File: src/rtl/a2d_scan_intf.sv
// Scanning A2D interface: single or swept 16-bit SPI conversions into a per-channel result bank.
// Latency: 2*(16*SCLK_DIV+1)+3 clks from start to cnv_cmplt; scan period 2*(16*SCLK_DIV+1)+4 clks.
// Backpressure: none; strt_cnv is only honoured in IDLE, requests arriving mid-conversion are dropped.
module a2d_scan_intf #(
  parameter int NUM_CHNNL = 8,
  parameter int RES_W     = 12,
  parameter int SCLK_DIV  = 32
) (
  input  logic             clk,
  input  logic             rst,
  input  logic             strt_cnv,
  input  logic [2:0]       chnnl,
  input  logic             scan_en,
  input  logic [2:0]       rd_chnnl,
  input  logic             MISO,
  output logic             a2d_SS_n,
  output logic             SCLK,
  output logic             MOSI,
  output logic [RES_W-1:0] res,
  output logic [2:0]       res_chnnl,
  output logic             cnv_cmplt,
  output logic             scan_done,
  output logic [RES_W-1:0] rd_res
);

  localparam int              PH_W    = $clog2(SCLK_DIV);
  localparam logic [PH_W-1:0] PH_LAST = PH_W'(SCLK_DIV - 1);
  localparam logic [PH_W-1:0] PH_RISE = PH_W'(SCLK_DIV / 2 - 1);
  localparam logic [2:0]      LAST_CH = 3'(NUM_CHNNL - 1);

  typedef enum logic [2:0] {IDLE, TX1, GAP, TX2, FIN} state_t;

  state_t           r_state;
  logic [PH_W-1:0]  r_phase;
  logic [4:0]       r_bit;
  logic             r_gap;
  logic [2:0]       r_ch;
  logic [2:0]       r_ptr;
  logic             r_scan;
  logic [15:0]      r_tx;
  logic [RES_W-1:0] r_rx;
  logic             r_ss_n;
  logic             r_sclk;
  logic [RES_W-1:0] r_res;
  logic [2:0]       r_res_ch;
  logic             r_cmplt;
  logic             r_scan_done;
  logic [RES_W-1:0] r_bank [NUM_CHNNL];

  logic             w_tx_end;
  logic             w_ph_last;
  logic [PH_W-1:0]  w_nxt_phase;
  logic             w_nxt_sclk;
  logic [2:0]       w_new_ch;
  logic [RES_W-1:0] w_rd_res;

  // Bit 16 is the single hold clk after the last SCLK period; the frame ends there.
  assign w_tx_end    = (r_bit == 5'd16);
  assign w_ph_last   = (r_phase == PH_LAST);
  assign w_nxt_phase = w_ph_last ? '0 : r_phase + PH_W'(1);
  // SCLK is low for the first half of a bit period; it stays high into the hold clk.
  assign w_nxt_sclk  = w_ph_last ? (r_bit == 5'd15) : (w_nxt_phase > PH_RISE);
  // A single request beats a pending scan and leaves the pointer alone.
  assign w_new_ch    = strt_cnv ? chnnl : r_ptr;

  // Conversion sequencer plus SPI engine; every output is a register.
  always_ff @(posedge clk or posedge rst) begin
    if (rst) begin
      r_state     <= IDLE;
      r_phase     <= '0;
      r_bit       <= '0;
      r_gap       <= 1'b0;
      r_ch        <= '0;
      r_ptr       <= '0;
      r_scan      <= 1'b0;
      r_tx        <= '0;
      r_rx        <= '0;
      r_ss_n      <= 1'b1;
      r_sclk      <= 1'b1;
      r_res       <= '0;
      r_res_ch    <= '0;
      r_cmplt     <= 1'b0;
      r_scan_done <= 1'b0;
      for (int i = 0; i < NUM_CHNNL; i++) r_bank[i] <= '0;
    end else begin
      r_scan_done <= 1'b0;
      case (r_state)
        IDLE: begin
          if (strt_cnv || scan_en) begin
            r_ch    <= w_new_ch;
            r_scan  <= !strt_cnv;
            r_cmplt <= 1'b0;
            r_tx    <= {2'b00, w_new_ch, 11'h000};
            r_ss_n  <= 1'b0;
            r_sclk  <= 1'b0;
            r_phase <= '0;
            r_bit   <= '0;
            r_state <= TX1;
          end
        end
        TX1, TX2: begin
          if (w_tx_end) begin
            r_ss_n  <= 1'b1;
            r_gap   <= 1'b0;
            r_state <= (r_state == TX1) ? GAP : FIN;
          end else begin
            r_phase <= w_nxt_phase;
            r_sclk  <= w_nxt_sclk;
            // Sample on the clk where SCLK rises; only the low RES_W bits are kept.
            if (r_phase == PH_RISE) r_rx <= RES_W'({r_rx, MISO});
            if (w_ph_last) begin
              r_bit <= r_bit + 5'd1;
              r_tx  <= {r_tx[14:0], 1'b0};
            end
          end
        end
        GAP: begin
          if (r_gap) begin
            r_tx    <= {2'b00, r_ch, 11'h000};
            r_ss_n  <= 1'b0;
            r_sclk  <= 1'b0;
            r_phase <= '0;
            r_bit   <= '0;
            r_state <= TX2;
          end else begin
            r_gap <= 1'b1;
          end
        end
        FIN: begin
          r_res    <= r_rx;
          r_res_ch <= r_ch;
          r_cmplt  <= 1'b1;
          // Channels beyond the bank still report through res/res_chnnl.
          for (int i = 0; i < NUM_CHNNL; i++) begin
            if (r_ch == 3'(i)) r_bank[i] <= r_rx;
          end
          if (r_scan) begin
            if (r_ptr == LAST_CH) begin
              r_ptr       <= '0;
              r_scan_done <= 1'b1;
            end else begin
              r_ptr <= r_ptr + 3'd1;
            end
          end
          r_state <= IDLE;
        end
        default: r_state <= IDLE;
      endcase
    end
  end

  // Bank read port; unpopulated channels read as zero.
  always_comb begin
    w_rd_res = '0;
    for (int i = 0; i < NUM_CHNNL; i++) begin
      if (rd_chnnl == 3'(i)) w_rd_res = r_bank[i];
    end
  end

  assign a2d_SS_n  = r_ss_n;
  assign SCLK      = r_sclk;
  assign MOSI      = r_tx[15];
  assign res       = r_res;
  assign res_chnnl = r_res_ch;
  assign cnv_cmplt = r_cmplt;
  assign scan_done = r_scan_done;
  assign rd_res    = w_rd_res;

endmodule

File: config.mk
export PLATFORM = sky130hd
export DESIGN_NAME = a2d_scan_intf
export DESIGN_NICKNAME = d
export VERILOG_FILES = /design/src/rtl/a2d_scan_intf.sv
export SDC_FILE = /design/constraint.sdc
export NUM_CORES = 1
export LEC_CHECK = 0
export ABC_AREA = 1
export ABC_CLOCK_PERIOD_IN_PS = 8000
export CAP_MARGIN = 0
export CORE_MARGIN = 3
export CORE_UTILIZATION = 40
export DETAILED_ROUTE_END_ITERATION = 6
export GPL_TIMING_DRIVEN = 1
export PLACE_DENSITY = 0.66
export SYNTH_ARGS = -nofsm -noshare
export SYNTH_HDL_FRONTEND = slang
export SYNTH_SLANG_ARGS = --single-unit
File: constraint.sdc
create_clock -name clk -period 8 [get_ports clk]
set_clock_uncertainty 0.05 [all_clocks]
set_input_delay 1.6 -clock clk [delete_from_list [all_inputs] [get_ports clk]]
set_output_delay 1.6 -clock clk [all_outputs]
set_load 0.01 [all_outputs]
Word level (Yosys, flattened, before mapping) --
Index checks and enable logic that the tools add are counted.
Word-level totals: output and inout port bits 32, register bits 164, logic and storage cells 123, input bits 11
Cells by class: reduce and logical (&&, ||, !) cells 26, magnitude comparators 1, equality and inequality tests 28, $add $sub $neg 3, bitwise operators 1, muxes and demuxes 41
Operators by type and width (count):
- 12-bit two-way mux | 8
- 16-bit two-way mux | 4
- 16-bit case mux with 3 select lines | 1
- 3-bit equality test, second input constant | 10
- 5-bit two-way mux | 6
- 5-bit case mux with 3 select lines | 2
- 2-bit AND reduction | 12
- 3-bit by 2-bit equality test with 1-bit output, second input constant | 6
- 3-bit two-way mux | 6
- 5-bit by 1-bit adder with 5-bit output, second input constant | 2
- 5-bit by 4-bit equality test with 1-bit output, second input constant | 2
- 5-bit equality test, second input constant | 2
- 2-bit != test, second input constant | 5
- 3-bit by 1-bit equality test with 1-bit output, second input constant | 3
- 3-bit zero test | 3
- 1-bit two-way mux | 9
- 3-bit case mux with 3 select lines | 1
- 4-bit AND reduction | 2
- 1-bit case mux with 3 select lines | 2
- 3-bit AND reduction | 2
- 5-bit by 4-bit > comparator with 1-bit output, second input constant | 1
- 5-bit AND reduction | 1
- 1-bit case mux with 2 select lines | 2
- 2-bit nonzero test | 2
- other kinds (6) | 6

Logic depth before layout (Yosys ltp) --
depth after elaboration 9, gate-level depth with buffers 11

Worst setup path before layout --
Ideal clock, no wire load.
path kind input to output, start input port rd_chnnl[1], end output port rd_res[0], buffers on the path 2, required time 6.350 ns, stages on the path 6, setup slack 3.761 ns, arrival time 2.589 ns, path through buf_2 -> inv_1 -> nor3_1 -> clkbuf_1 -> nand2_1 -> nand4_1
Between the ends: cells in the longest elaborated chain, start to end 9
RTL lines:
- start: declaration | line 14 | input logic [2:0] rd_chnnl,
- 3-bit zero test | line 156 | if (rd_chnnl == 3'(i)) w_rd_res = r_bank[i];
- 12-bit two-way mux (7 in series) | line 156
- 12-bit two-way mux (*) | line 156
- end: declaration | line 23 | output logic [RES_W-1:0] rd_res
Mark *: on every way between the ends. The rest lies on a longest branch, timed or not.

Worst setup path after layout --
start input port rd_chnnl[1], end output port rd_res[6]
Same word-level chain as after synthesis.

==> impl_metrics.toml <==
[die]
top_level_ports = 43
num_rows = 47
die_width_um = 137
die_h_um = 137
start_util = 0.410
core_mm2 = 0.0166
die_area_mm2 = 0.0187

[logic_synthesis]
ys_dominant_reg_cell = "dfrtp_1"
synth_edf_count = 0
yosys.area.top_type = "dfrtp_1"
async_flop_share = 1.00
ys_types = 29
yosys.cell_count.top_type = "nand2_1"
avgSynthCellArea_um2 = 8.65
synth_top_area_share = 0.554
yosysSeqAreaShare = 0.561
syn_area_mm2 = 0.00683
synth_seq_cells = 153
synth_common_cells = "nand2_1 (201), dfrtp_1 (151), o21ai_0 (116), nor2_1 (69), nand4_1 (68)"
syn-num-nets = 809
yosys_warnings = 0
synthTopCellsByArea = "dfrtp_1 (55%), nand2_1 (11%), o21ai_0 (8.5%)"
synth_cells = 789

[critical_path]
reg2reg_depth = 5
crit_path_start = "rd_chnnl[1]"
critPathKind = "in -> out"
slowest_stage = "nor2_1"
regToRegEndpoint = "r_bank[38]$_DFFE_PP0P_"
path_common_cell = "nor2_1"
rrSetupSlack_ns = 5.63
crit_path_max_fanout = 27
arrival_ns = 4.39
worstPathRequired_ns = 6.35
cpPeakStageDelay_ns = 0.73
start_kind = "input port"
r2r_start = "r_state[0]$_DFFE_PP0P_"
end_kind = "output pin"
path_cells = "clkdlybuf4s50_1, buf_4, nor2_1, nand2_1, nor2_1, nor2_1, nand4_1, clkdlybuf4s50_1"

[detailed_routing]
drtPass1Iterations = 7
viasPerCell = 5.13
wl_per_cell_um = 15.9
drtIter0Drc = 423
ant_nets = 0
wl_um = 16600
drc = 0
vias = 5367

[place]
routabilityCongestion = 0.891
post-place-ws_ns = 2.09
dp.final_hpwl_um = 11000
portBuffers = 42

[global_routing]
grt_pass1_vias = 5133
grt_pass1_wl_um = 27300
antenna_found_initial = 0
grt_overflow = 0
grt_max_degree = 87
grtUsageTotal = 0.188

[clock_tree]
insertion_delay_ns = 0.42
numClockSinks = 153
cts_buffers = 17
htreeDepth = 4
cts-root-buf = "clkbuf_16"
hold_buffers = 0
tritoncts = "done"
post_cts_resized = 0
clk_path_buf_depth = 2
clk_pin_slew_worst_paths_ns = 0.06
cts_setup_buffers = 0

[worst_hold_path]
holdPathStages = 2
min_to = "SCLK$_DFFE_PP1P_"
min_path_type = "reg -> reg"
hold_start = "SCLK$_DFFE_PP1P_"

[timing]
min_period_ns = 6.04
rsz0062_at_grt = "no"
timing.final.hold_violations = 0
tns_ns = 0
drv_slew = 0
relSlewSlack = 0.288
min_period_over_period = 0.755
fmax_mhz = 165
worstMarginPinSlew_ns = 1.07
setup_violations = 0
setup_ws_ns = 1.96

[power_and_ir_drop]
ir_drop_v = 0.000155
power_density_mw_per_mm2 = 239
p_leak_nw = 3.59

[cells_and_area]
nets = 834
antenna_cells_inserted = 0
drive_gt1_frac = 0.0629
syn_to_final_growth_pct = 16.9
fillers = 1617

[flow_run]
drv_cap = 0

[outcome]
status = "finished clean"
sequential cells by signal (all words and copies together) (netlist names):
name	cells
r_tx	5
r_state	3
r_gap	1
r_bit	5
r_rx	12
a2d_SS_n	1
scan_done	1
r_phase	5
res_chnnl	3
r_bank	96
r_ch	3
r_scan	1
res	12
SCLK	1
cnv_cmplt	1
r_ptr	3
area by class of cell:
type                            instances  area, um^2  area share
Clock inverter                         11         144      0.0180
Multi-Input combinational cell        539        2590       0.324
Sequential cell                       153        3830       0.480
Inverter                               54         208      0.0260
Timing Repair Buffer                   49         473      0.0593
Tap cell                              220         275      0.0345
Clock buffer                           21         460      0.0577
cell usage in the layout, fill, tap and decap left out, types with 4 or more instances in the layout:
master and count:
clkdlybuf4s50_1 42, a21oi_1 23, nand3_1 30, clkinv_2 4
nand2_1 201, nor2_1 69, inv_1 51, buf_4 7
o21ai_0 116, ha_1 9, clkbuf_16 17, nand4_1 68
dfrtp_1 151, nor3_1 4
critical path: cells and delay by family:
family	cells	cell delay [ns]
buffers and inverters	3	1.17
and+or+nand+nor	5	1.62
stage by stage:
step | util | std cells | hold slack (ns) | area (um^2) | total power, mW
after floorplan | - | 789 | 0.392 | 6830 | 1.02
after CTS | 0.479 | 1047 | 0.420 | 7980 | 1.93
after global placement | 0.443 | 1015 | 0.407 | 7370 | 1.10
after global routing | 0.479 | 1047 | 0.437 | 7980 | 1.99
after detailed placement | 0.443 | 1015 | 0.410 | 7370 | 1.10
final | 0.479 | 1047 | 0.418 | 7980 | 1.90
cell families (layout without fill, tap and decap cells):
kind of cell    after synthesis  count (layout)  share of synthesized area
xor+xnor                      1               1                    0.00128
compound gates              145             145                      0.109
fa+ha+maj                     9               9                     0.0165
simple gates                384             384                      0.253
flops                       153             153                      0.561
buf+inv                      97             135                     0.0599
routing by layer:
metal / share of wire / wire, um / track usage / up-vias
met2: 0.46 / 7690 / 0.291 / 112
met5: 0 / 0 / 0 / -
met1: 0.46 / 7660 / 0.253 / 2534
met3: 0.038 / 637 / 0.0408 / 32
li1: - / - / - / 2689
met4: 0.037 / 615 / 0.0857 / 0
where the power goes:
part	switching [mW]	internal, mW	leakage (nW)
Clock	0.314	0.507	0.297
Combinational	0.154	0.0708	1.19
Sequential	0.0351	0.823	2.10
how the worst max path moves through the flow:
stage	endpoint	cells past startpoint	slack (ns)
after detailed placement	rd_res[6]	8	2.09
final	rd_res[6]	8	1.96
after floorplan	cnv_cmplt$_DFFE_PP0P_	1	2.23
after global routing	rd_res[11]	8	1.80
after CTS	rd_res[6]	8	2.06
after global placement	rd_res[6]	8	2.12
(Power assumes the default switching activity.)
